### src/rtl/frame_fifo_write.sv
// Drains a capture FIFO into SDRAM as consecutive write bursts of up to BURST_SIZE words per frame.
// Optional watchdog on stalled bursts: define FRAME_WRITE_TIMEOUT_EN.
`timescale 1ns/1ps
module frame_fifo_write #(
  parameter int MEM_DATA_BITS = 16,
  parameter int ADDR_BITS     = 24,
  parameter int BURST_BITS    = 10,
  parameter int BURST_SIZE    = 128,
  parameter int FIFO_DEPTH    = 512
) (
  input  logic                         clk,
  input  logic                         rst_n,
  input  logic                         write_req,
  output logic                         write_req_ack,
  output logic                         write_finish,
  input  logic [ADDR_BITS-1:0]         write_addr,
  input  logic [ADDR_BITS-1:0]         write_len,
  output logic                         fifo_aclr,
  input  logic [$clog2(FIFO_DEPTH):0]  fifo_rd_data_count,
  output logic                         fifo_rd_en,
  input  logic [MEM_DATA_BITS-1:0]     fifo_dout,
  output logic                         wr_burst_req,
  output logic [BURST_BITS-1:0]        wr_burst_len,
  output logic [ADDR_BITS-1:0]         wr_burst_addr,
  output logic [MEM_DATA_BITS-1:0]     wr_burst_data,
  input  logic                         wr_burst_data_req,
  input  logic                         wr_burst_finish,
`ifdef FRAME_WRITE_TIMEOUT_EN
  output logic                         write_timeout,
`endif
  output logic                         busy
);

  typedef enum logic [2:0] {S_IDLE, S_ACK, S_CHECK, S_BURST, S_END} state_t;

  state_t               state;
  logic [ADDR_BITS-1:0] cur_addr;
  logic [ADDR_BITS-1:0] remaining;
  logic [BURST_BITS-1:0] burst_len;
  logic                 fifo_ready;
`ifdef FRAME_WRITE_TIMEOUT_EN
  logic [11:0]          wdog;
`endif

  // Final burst only needs the remaining words, so the FIFO check uses the clipped length.
  always_comb begin
    burst_len = BURST_BITS'(BURST_SIZE);
    if (remaining < ADDR_BITS'(BURST_SIZE))
      burst_len = BURST_BITS'(remaining);
    fifo_ready = ADDR_BITS'(fifo_rd_data_count) >= ADDR_BITS'(burst_len);
  end

  assign fifo_rd_en    = (state == S_BURST) && wr_burst_data_req;
  assign wr_burst_data = fifo_dout;

  always_ff @(posedge clk or negedge rst_n) begin
    if (!rst_n) begin
      state         <= S_IDLE;
      cur_addr      <= '0;
      remaining     <= '0;
      write_req_ack <= 1'b0;
      fifo_aclr     <= 1'b0;
      write_finish  <= 1'b0;
      wr_burst_req  <= 1'b0;
      wr_burst_len  <= '0;
      wr_burst_addr <= '0;
      busy          <= 1'b0;
`ifdef FRAME_WRITE_TIMEOUT_EN
      wdog          <= '0;
      write_timeout <= 1'b0;
`endif
    end else begin
`ifdef FRAME_WRITE_TIMEOUT_EN
      write_timeout <= 1'b0;
`endif
      case (state)
        S_IDLE: begin
          if (write_req) begin
            state         <= S_ACK;
            cur_addr      <= write_addr;
            remaining     <= write_len;
            write_req_ack <= 1'b1;
            fifo_aclr     <= 1'b1;
            busy          <= 1'b1;
          end
        end
        S_ACK: begin
          if (!write_req) begin
            state         <= S_CHECK;
            write_req_ack <= 1'b0;
            fifo_aclr     <= 1'b0;
          end
        end
        S_CHECK: begin
          if (remaining == '0) begin
            state        <= S_END;
            write_finish <= 1'b1;
          end else if (fifo_ready) begin
            state         <= S_BURST;
            wr_burst_req  <= 1'b1;
            wr_burst_len  <= burst_len;
            wr_burst_addr <= cur_addr;
`ifdef FRAME_WRITE_TIMEOUT_EN
            wdog          <= '0;
`endif
          end
        end
        S_BURST: begin
          if (wr_burst_finish) begin
            state        <= S_CHECK;
            wr_burst_req <= 1'b0;
            cur_addr     <= cur_addr + ADDR_BITS'(wr_burst_len);
            remaining    <= remaining - ADDR_BITS'(wr_burst_len);
          end
`ifdef FRAME_WRITE_TIMEOUT_EN
          else if (wdog == 12'd4094) begin
            state         <= S_IDLE;
            wr_burst_req  <= 1'b0;
            busy          <= 1'b0;
            write_timeout <= 1'b1;
          end else begin
            wdog <= wdog + 12'd1;
          end
`endif
        end
        S_END: begin
          state        <= S_IDLE;
          write_finish <= 1'b0;
          busy         <= 1'b0;
        end
        default: state <= S_IDLE;
      endcase
    end
  end

endmodule

### config.mk
export PLATFORM = sky130hd
export DESIGN_NAME = frame_fifo_write
export DESIGN_NICKNAME = d
export VERILOG_FILES = /design/src/rtl/frame_fifo_write.sv
export SDC_FILE = /design/constraint.sdc
export NUM_CORES = 1
export LEC_CHECK = 0
export CAP_MARGIN = 20
export CORE_MARGIN = 1.5
export CORE_UTILIZATION = 31
export DETAILED_ROUTE_END_ITERATION = 8
export PLACE_DENSITY = 0.63
export SKIP_CTS_REPAIR_TIMING = 1
export SLEW_MARGIN = 10
export SYNTH_ARGS = -nofsm -noshare
export SYNTH_HDL_FRONTEND = slang
export SYNTH_SLANG_ARGS = --single-unit
### constraint.sdc
create_clock -name clk -period 3.64 [get_ports clk]
set_clock_uncertainty 0.1 [all_clocks]
set_input_delay 0.728 -clock clk [delete_from_list [all_inputs] [get_ports clk]]
set_output_delay 0.728 -clock clk [all_outputs]
set_load 0.05 [all_outputs]
==> results of run 1 <==
## state kept, by name (all words and copies together), names as in the netlist
signal / count
wr_burst_len: 10
remaining: 24
busy: 1
wr_burst_req: 1
wr_burst_addr: 24
fifo_aclr: 1
write_finish: 1
state: 3
cur_addr: 24
## metal layers
layer	part of all wire [%]	up-vias	GRT usage, %
li1	-	2436	-
met1	46	2397	23.2
met2	48	120	28.7
met3	4.1	21	2.52
met4	1.7	0	5.66
met5	0	-	0
## worst max-delay path: cells and delay by family, from the launching register on
kind	cells	cell delay, ps
flops	1	430
mux	1	360
simple gates	6	1090
buf+inv	3	660
fa+ha+maj	1	280
compound gates	2	310
## final cells by class
type                       count  share of cell area (%)
multi-input combinational    462                    43.9
sequential                    89                    30.5
timing repair buffer         119                    16.0
tap                          229                    3.92
clock buffer                  12                    3.51
inverter                      22                    1.13
clock inverter                 4                    1.03
## cell families (layout without fill, tap and decap cells)
| logic type | count (synthesis) | after routing | synth area share, % |
|---|---|---|---|
| other | 1 | 2 | 0.0653 |
| buffers and inverters | 69 | 157 | 6.06 |
| adders and majority gates | 32 | 32 | 7.24 |
| muxes | 37 | 37 | 8.26 |
| xor gates and xnor gates | 9 | 9 | 1.37 |
| DFF | 89 | 89 | 38.8 |
| and+or+nand+nor | 209 | 209 | 18.3 |
| AOI/OAI and AO/OA | 173 | 173 | 19.9 |
## cells in the mapped netlist, drive strengths merged, types with 2 or more instances
library cell,count,area [µm²]
dfrtp,89,2230
nand2,56,210
a21oi,46,230
nor2,45,169
ha,30,375
o21ai,28,140
nand3,27,145
mux2,26,364
clkbuf,24,90.1
buf,23,175
inv,22,82.6
nor3,22,110
a211oi,15,113
a31oi,13,81.3
o211ai,13,97.6
mux2i,11,110
or3,11,68.8
and3,8,50.1
a21o,6,45.0
nand4,6,37.5
nor2b,6,37.5
o21a,6,45.0
a22oi,5,37.5
a311oi,5,43.8
nand2b,5,31.3
nor4,5,61.3
or2,5,31.3
xnor2,5,43.8
a211o,4,35.0
and2,4,25.0
o22ai,4,25.0
xor2,4,35.0
a221oi,3,26.3
nor3b,3,22.5
a2111oi,2,17.5
a21boi,2,15.0
a2bb2oi,2,17.5
a32o,2,20.0
fa,2,40.0
nand3b,2,15.0
o211a,2,20.0
o2bb2ai,2,17.5
o31ai,2,15.0
or3b,2,17.5
## stage by stage
stage                     std cells  hold slack [ps]  total power, mW  setup slack, ps
final                           937              304             5.46              250
after floorplan                 620              332             3.66              263
after CTS                       937              340             5.47             70.4
after global placement          921              374             4.38             89.5
after detailed placement        921              390             4.42             67.2
after global routing            937              358             5.84             82.9
## where the power goes
group / total [mW] / internal [mW] / switching (mW)
Sequential: 1.79 / 1.39 / 0.404
Combinational: 2.63 / 1.10 / 1.52
Clock: 1.04 / 0.640 / 0.402
## worst max path at each step
stage,endpoint,slack (ps),cells past startpoint
finish,wr_burst_addr[18],250,13
detailed placement,wr_burst_addr[15],70,12
floorplan,wr_burst_addr[0],260,13
global route,wr_burst_addr[16],80,12
CTS,wr_burst_addr[16],70,12
global placement,wr_burst_addr[14],90,12
==> flow_metrics.py, run 1 <==
metrics = {
    "critical_path": {
        "r2r-start": "remaining[14]",
        "required_ps": 3770,
        "worst_setup_path_end_kind": "flop",
        "crit_type": "flop to flop",
        "crit_path_top_delay_cell": "dfrtp_1",
        "path_cells": "nor4_4 > nand3_2 > buf_4 > nor4_4 > buf_4 > nand2_1 > ha_1 > nand4_1 > a21oi_1 > a221oi_2 > nor3b_2 > buf_12 > mux2_2",
        "reg2reg_depth": 13,
        "r2r_slack_ps": 250,
        "cp.arrival_ps": 3520,
        "max_stage_delay_ps": 430,
        "critPathMaxFanout": 36,
        "crit_path_start": "remaining[14]",
        "r2r-end": "wr_burst_addr[18]",
        "cp-start-kind": "flop",
    },
    "clock_network": {
        "max-clock-path-buffers": 2,
        "cts_num_sinks": 89,
        "cts_buffers": 9,
        "cts_tree": "built",
        "clock_latency_ps": 350,
        "cts.clk_slew.worst_paths_ps": 70,
        "htreeDepth": 3,
        "root_buffer": "clkbuf_16",
    },
    "cells_and_area": {
        "final_area_mm2": 0.00730,
        "fill_cells": 1787,
        "area_growth_pct": 27.2,
        "fin_nets": 814,
        "multi_input_area_mm2": 0.00320,
        "final_core_util_pct": 40.4,
        "final_cell_mix": "clkdlybuf4s50_1 (101), dfrtp_1 (89), nand2_1 (56), a21oi_1 (45), nor2_1 (44)",
        "regArea_mm2": 0.00223,
        "mostFrequentLayoutCell": "clkdlybuf4s50_1",
        "drive_gt1_share_pct": 10.9,
        "antenna_cells": 0,
    },
    "yosys": {
        "syn_inst": 619,
        "synthArstFlopShare_pct": 100,
        "synth-edff-count": 0,
        "ys_seq_elements": 89,
        "syn_area_per_cell_um2": 9.27,
        "yosysSeqAreaShare_pct": 38.8,
        "ys_types": 64,
        "yosysWarnings": 0,
        "synth_flop_cell": "dfrtp_1",
        "syn_area_mm2": 0.00574,
    },
    "global_route": {
        "grt_pass1_wl_um": 26700,
        "track_usage_pct": 17.3,
        "grt_pass1_vias": 5054,
        "antenna_found_initial": 0,
        "grt-ovfl-total": 0,
        "grt_max_degree": 53,
    },
    "job": {
        "maxCapViolCount": 0,
    },
    "placement": {
        "place_area_mm2": 0.00695,
        "dp.final_hpwl_um": 11900,
        "gp_congestion": 0.882,
        "port_buffers": 102,
    },
    "detailed_routing": {
        "post_drt_wl_per_cell_um": 17.3,
        "detail_route.vias_per_cell": 5.31,
        "vias": 4974,
        "ant_nets": 0,
        "first_pass_iters": 9,
        "first_iter_violations": 456,
        "wl_um": 16200,
        "drc": 10,
    },
    "floorplanning": {
        "row_count": 49,
        "start_util_pct": 31.7,
        "fp.dieArea_mm2": 0.0193,
        "die_h_um": 139,
        "fp.dieW_um": 139,
        "num_io_pins": 135,
        "coreArea_mm2": 0.0181,
    },
    "power_and_ir_drop": {
        "p_per_area_mw_per_mm2": 748,
        "vdd_drop_max_mv": 0.285,
        "power_leakage_nw": 2.94,
    },
    "timing": {
        "fin_setup_tns_ps": 0,
        "setup_violations": 0,
        "hold_viol": 0,
        "period_needed_ps": 3390,
        "slew_headroom_pct": 47.6,
        "fin_crit_sh_pct": 93.1,
        "slew_viol_final": 0,
        "rsz0062_at_grt": "no",
        "fmax_mhz": 295,
        "worstMarginPinSlew_ps": 786,
    },
    "status": {
        "status": "finished with violations",
        "failed_checks": "design-rule violations",
    },
    "hold_path": {
        "hp-class": "primary input to async pin",
    },
}
Power figures use the tool's default switching activity.
==> inputs of run 2 (changes only) <==
CELL_PAD_IN_SITES_DETAIL_PLACEMENT = 2   (was default)
CELL_PAD_IN_SITES_GLOBAL_PLACEMENT = 2   (was default)
CORE_UTILIZATION = 28   (was 31)
PLACE_DENSITY = 0.85   (was 0.63)
==> flow_metrics.py, run 2 (same netlist as run 1, synthesis figures left out) <==
metrics = {
    "global_route": {
        "grt_util_met2_pct": 34.5,
        "grt-ovfl-total": 0,
        "grt_pass1_vias": 5742,
        "grtUsageMet3_pct": 2.81,
        "antenna_found_initial": 0,
        "track_usage_pct": 19.6,
        "grt_use_met1_pct": 23.8,
        "busiest_layer": "met2",
        "grt_max_degree": 53,
        "grt_pass1_wl_um": 32600,
    },
    "clock_network": {
        "cts.clk_slew.worst_paths_ps": 70,
        "root_buffer": "clkbuf_16",
        "cts_tree": "built",
        "cts_buffers": 9,
        "max-clock-path-buffers": 2,
        "clock_latency_ps": 360,
        "cts_num_sinks": 89,
        "htreeDepth": 3,
    },
    "critical_path": {
        "cp.arrival_ps": 3740,
        "reg2reg_depth": 14,
        "worst_setup_path_end_kind": "flop",
        "cp-start-kind": "flop",
        "required_ps": 3780,
        "critPathMaxFanout": 14,
        "crit_type": "flop to flop",
    },
    "timing": {
        "hold_slack_ps": 320,
        "hold_viol": 0,
        "fin_ws_ps": 40.7,
        "worstMarginPinSlew_ps": 747,
        "period_needed_ps": 3600,
        "slew_headroom_pct": 50.2,
        "fin_crit_sh_pct": 98.9,
        "setup_violations": 0,
        "fmax_mhz": 278,
        "slew_viol_final": 0,
    },
    "placement": {
        "gp_congestion": 0.841,
        "dp_cells": 964,
        "pre_cts_ws_ps": 7.31,
        "dp.final_hpwl_um": 14800,
        "port_buffers": 102,
    },
    "cells_and_area": {
        "area_growth_pct": 30.3,
        "mostFrequentLayoutCell": "clkdlybuf4s50_1",
        "drive_gt1_share_pct": 12.8,
        "reg_top3": "cur_addr x24, remaining x24, wr_burst_addr x24",
        "fin_cells": 986,
        "final_cell_mix": "clkdlybuf4s50_1 (101), dfrtp_1 (88), nand2_1 (56), a21oi_1 (44), nor2_1 (44)",
        "fin_nets": 822,
        "antenna_cells": 0,
        "fill_cells": 2209,
    },
    "power_and_ir_drop": {
        "p_per_area_mw_per_mm2": 766,
        "switching_share_pct": 45.1,
        "power_leakage_nw": 3.01,
        "power_mw": 5.72,
        "p_seq_share_pct": 32.1,
        "pwr-share-comb_pct": 49.3,
        "p_switching_mw": 2.58,
        "vdd_drop_max_mv": 0.227,
        "p_int_mw": 3.14,
        "pwr-share-clk_pct": 18.6,
    },
    "floorplanning": {
        "fp.dieW_um": 146,
        "num_io_pins": 135,
        "fp.dieArea_mm2": 0.0214,
        "start_util_pct": 28.5,
        "row_count": 52,
        "coreArea_mm2": 0.0202,
        "die_h_um": 146,
    },
    "detailed_routing": {
        "wl_um": 21900,
        "first_iter_violations": 266,
        "drc": 0,
        "detail_route.vias_per_cell": 5.41,
        "post_drt_wl_per_cell_um": 22.2,
        "first_pass_iters": 4,
        "vias": 5330,
        "ant_nets": 0,
    },
    "status": {
        "status": "completed",
    },
    "hold_path": {
        "hp-class": "primary input to async pin",
    },
    "job": {
        "maxCapViolCount": 0,
    },
}
## run 2: metal layers
metal  up-vias  part of all wire [%]
met5         -                     0
met3        28                   3.2
met4         0                   2.5
met1      2750                    42
li1       2441                     -
met2       111                    52
## run 2: final cells by class
cell class                 instances  area (µm²)  share of cell area [%]
multi-input combinational        462        3260                    43.6
sequential                        89        2230                    29.8
timing repair buffer             127        1240                    16.6
tap                              270         338                    4.52
clock buffer                      10         239                    3.20
clock inverter                     6        90.1                    1.20
inverter                          22        82.6                    1.10
## run 2: critical path, stage by stage (launching register included)
cell	delay (ps)
dfrtp_1	420
nor4_4	340
nand3_2	130
buf_4	170
nor4_4	220
buf_6	180
nand2_1	110
ha_1	320
a211oi_2	210
o21ai_1	150
a221oi_4	380
nor3b_4	90
buf_4	170
buf_8	170
mux2_4	300
## run 2: path summary, 6_finish.rpt
path	startpoint	end	slack, ps
max	remaining[12]	wr_burst_addr[10]	40
min	rst_n	wr_burst_addr[12]	320
max reg2reg	remaining[12]	wr_burst_addr[10]	40
min reg2reg	remaining[20]	remaining[20]	410
max in group asynchronous	rst_n	wr_burst_addr[6]	2310
min in group clk	remaining[20]	remaining[20]	410
## run 2: power groups by stage
| stage | registers [mW] | logic, mW | clock network [mW] |
|---|---|---|---|
| 6_report | 1.84 | 2.82 | 1.06 |
| 4_1_cts | 1.83 | 2.78 | 1.08 |
| 3_5_place_dp | 1.83 | 2.72 | 0 |
| 3_3_place_gp | 1.81 | 2.61 | 0 |
| 2_1_floorplan | 2.15 | 1.51 | 0 |
| 5_1_grt | 1.90 | 3.04 | 1.11 |
## run 2: through the flow
step	TNS, ps	utilization, %	cell area [µm²]
2_1_floorplan	0	-	5740
3_3_place_gp	0	34.7	7010
3_5_place_dp	0	34.7	7010
4_1_cts	-1840	36.4	7340
5_1_grt	-2760	37.1	7480
6_report	0	37.1	7480
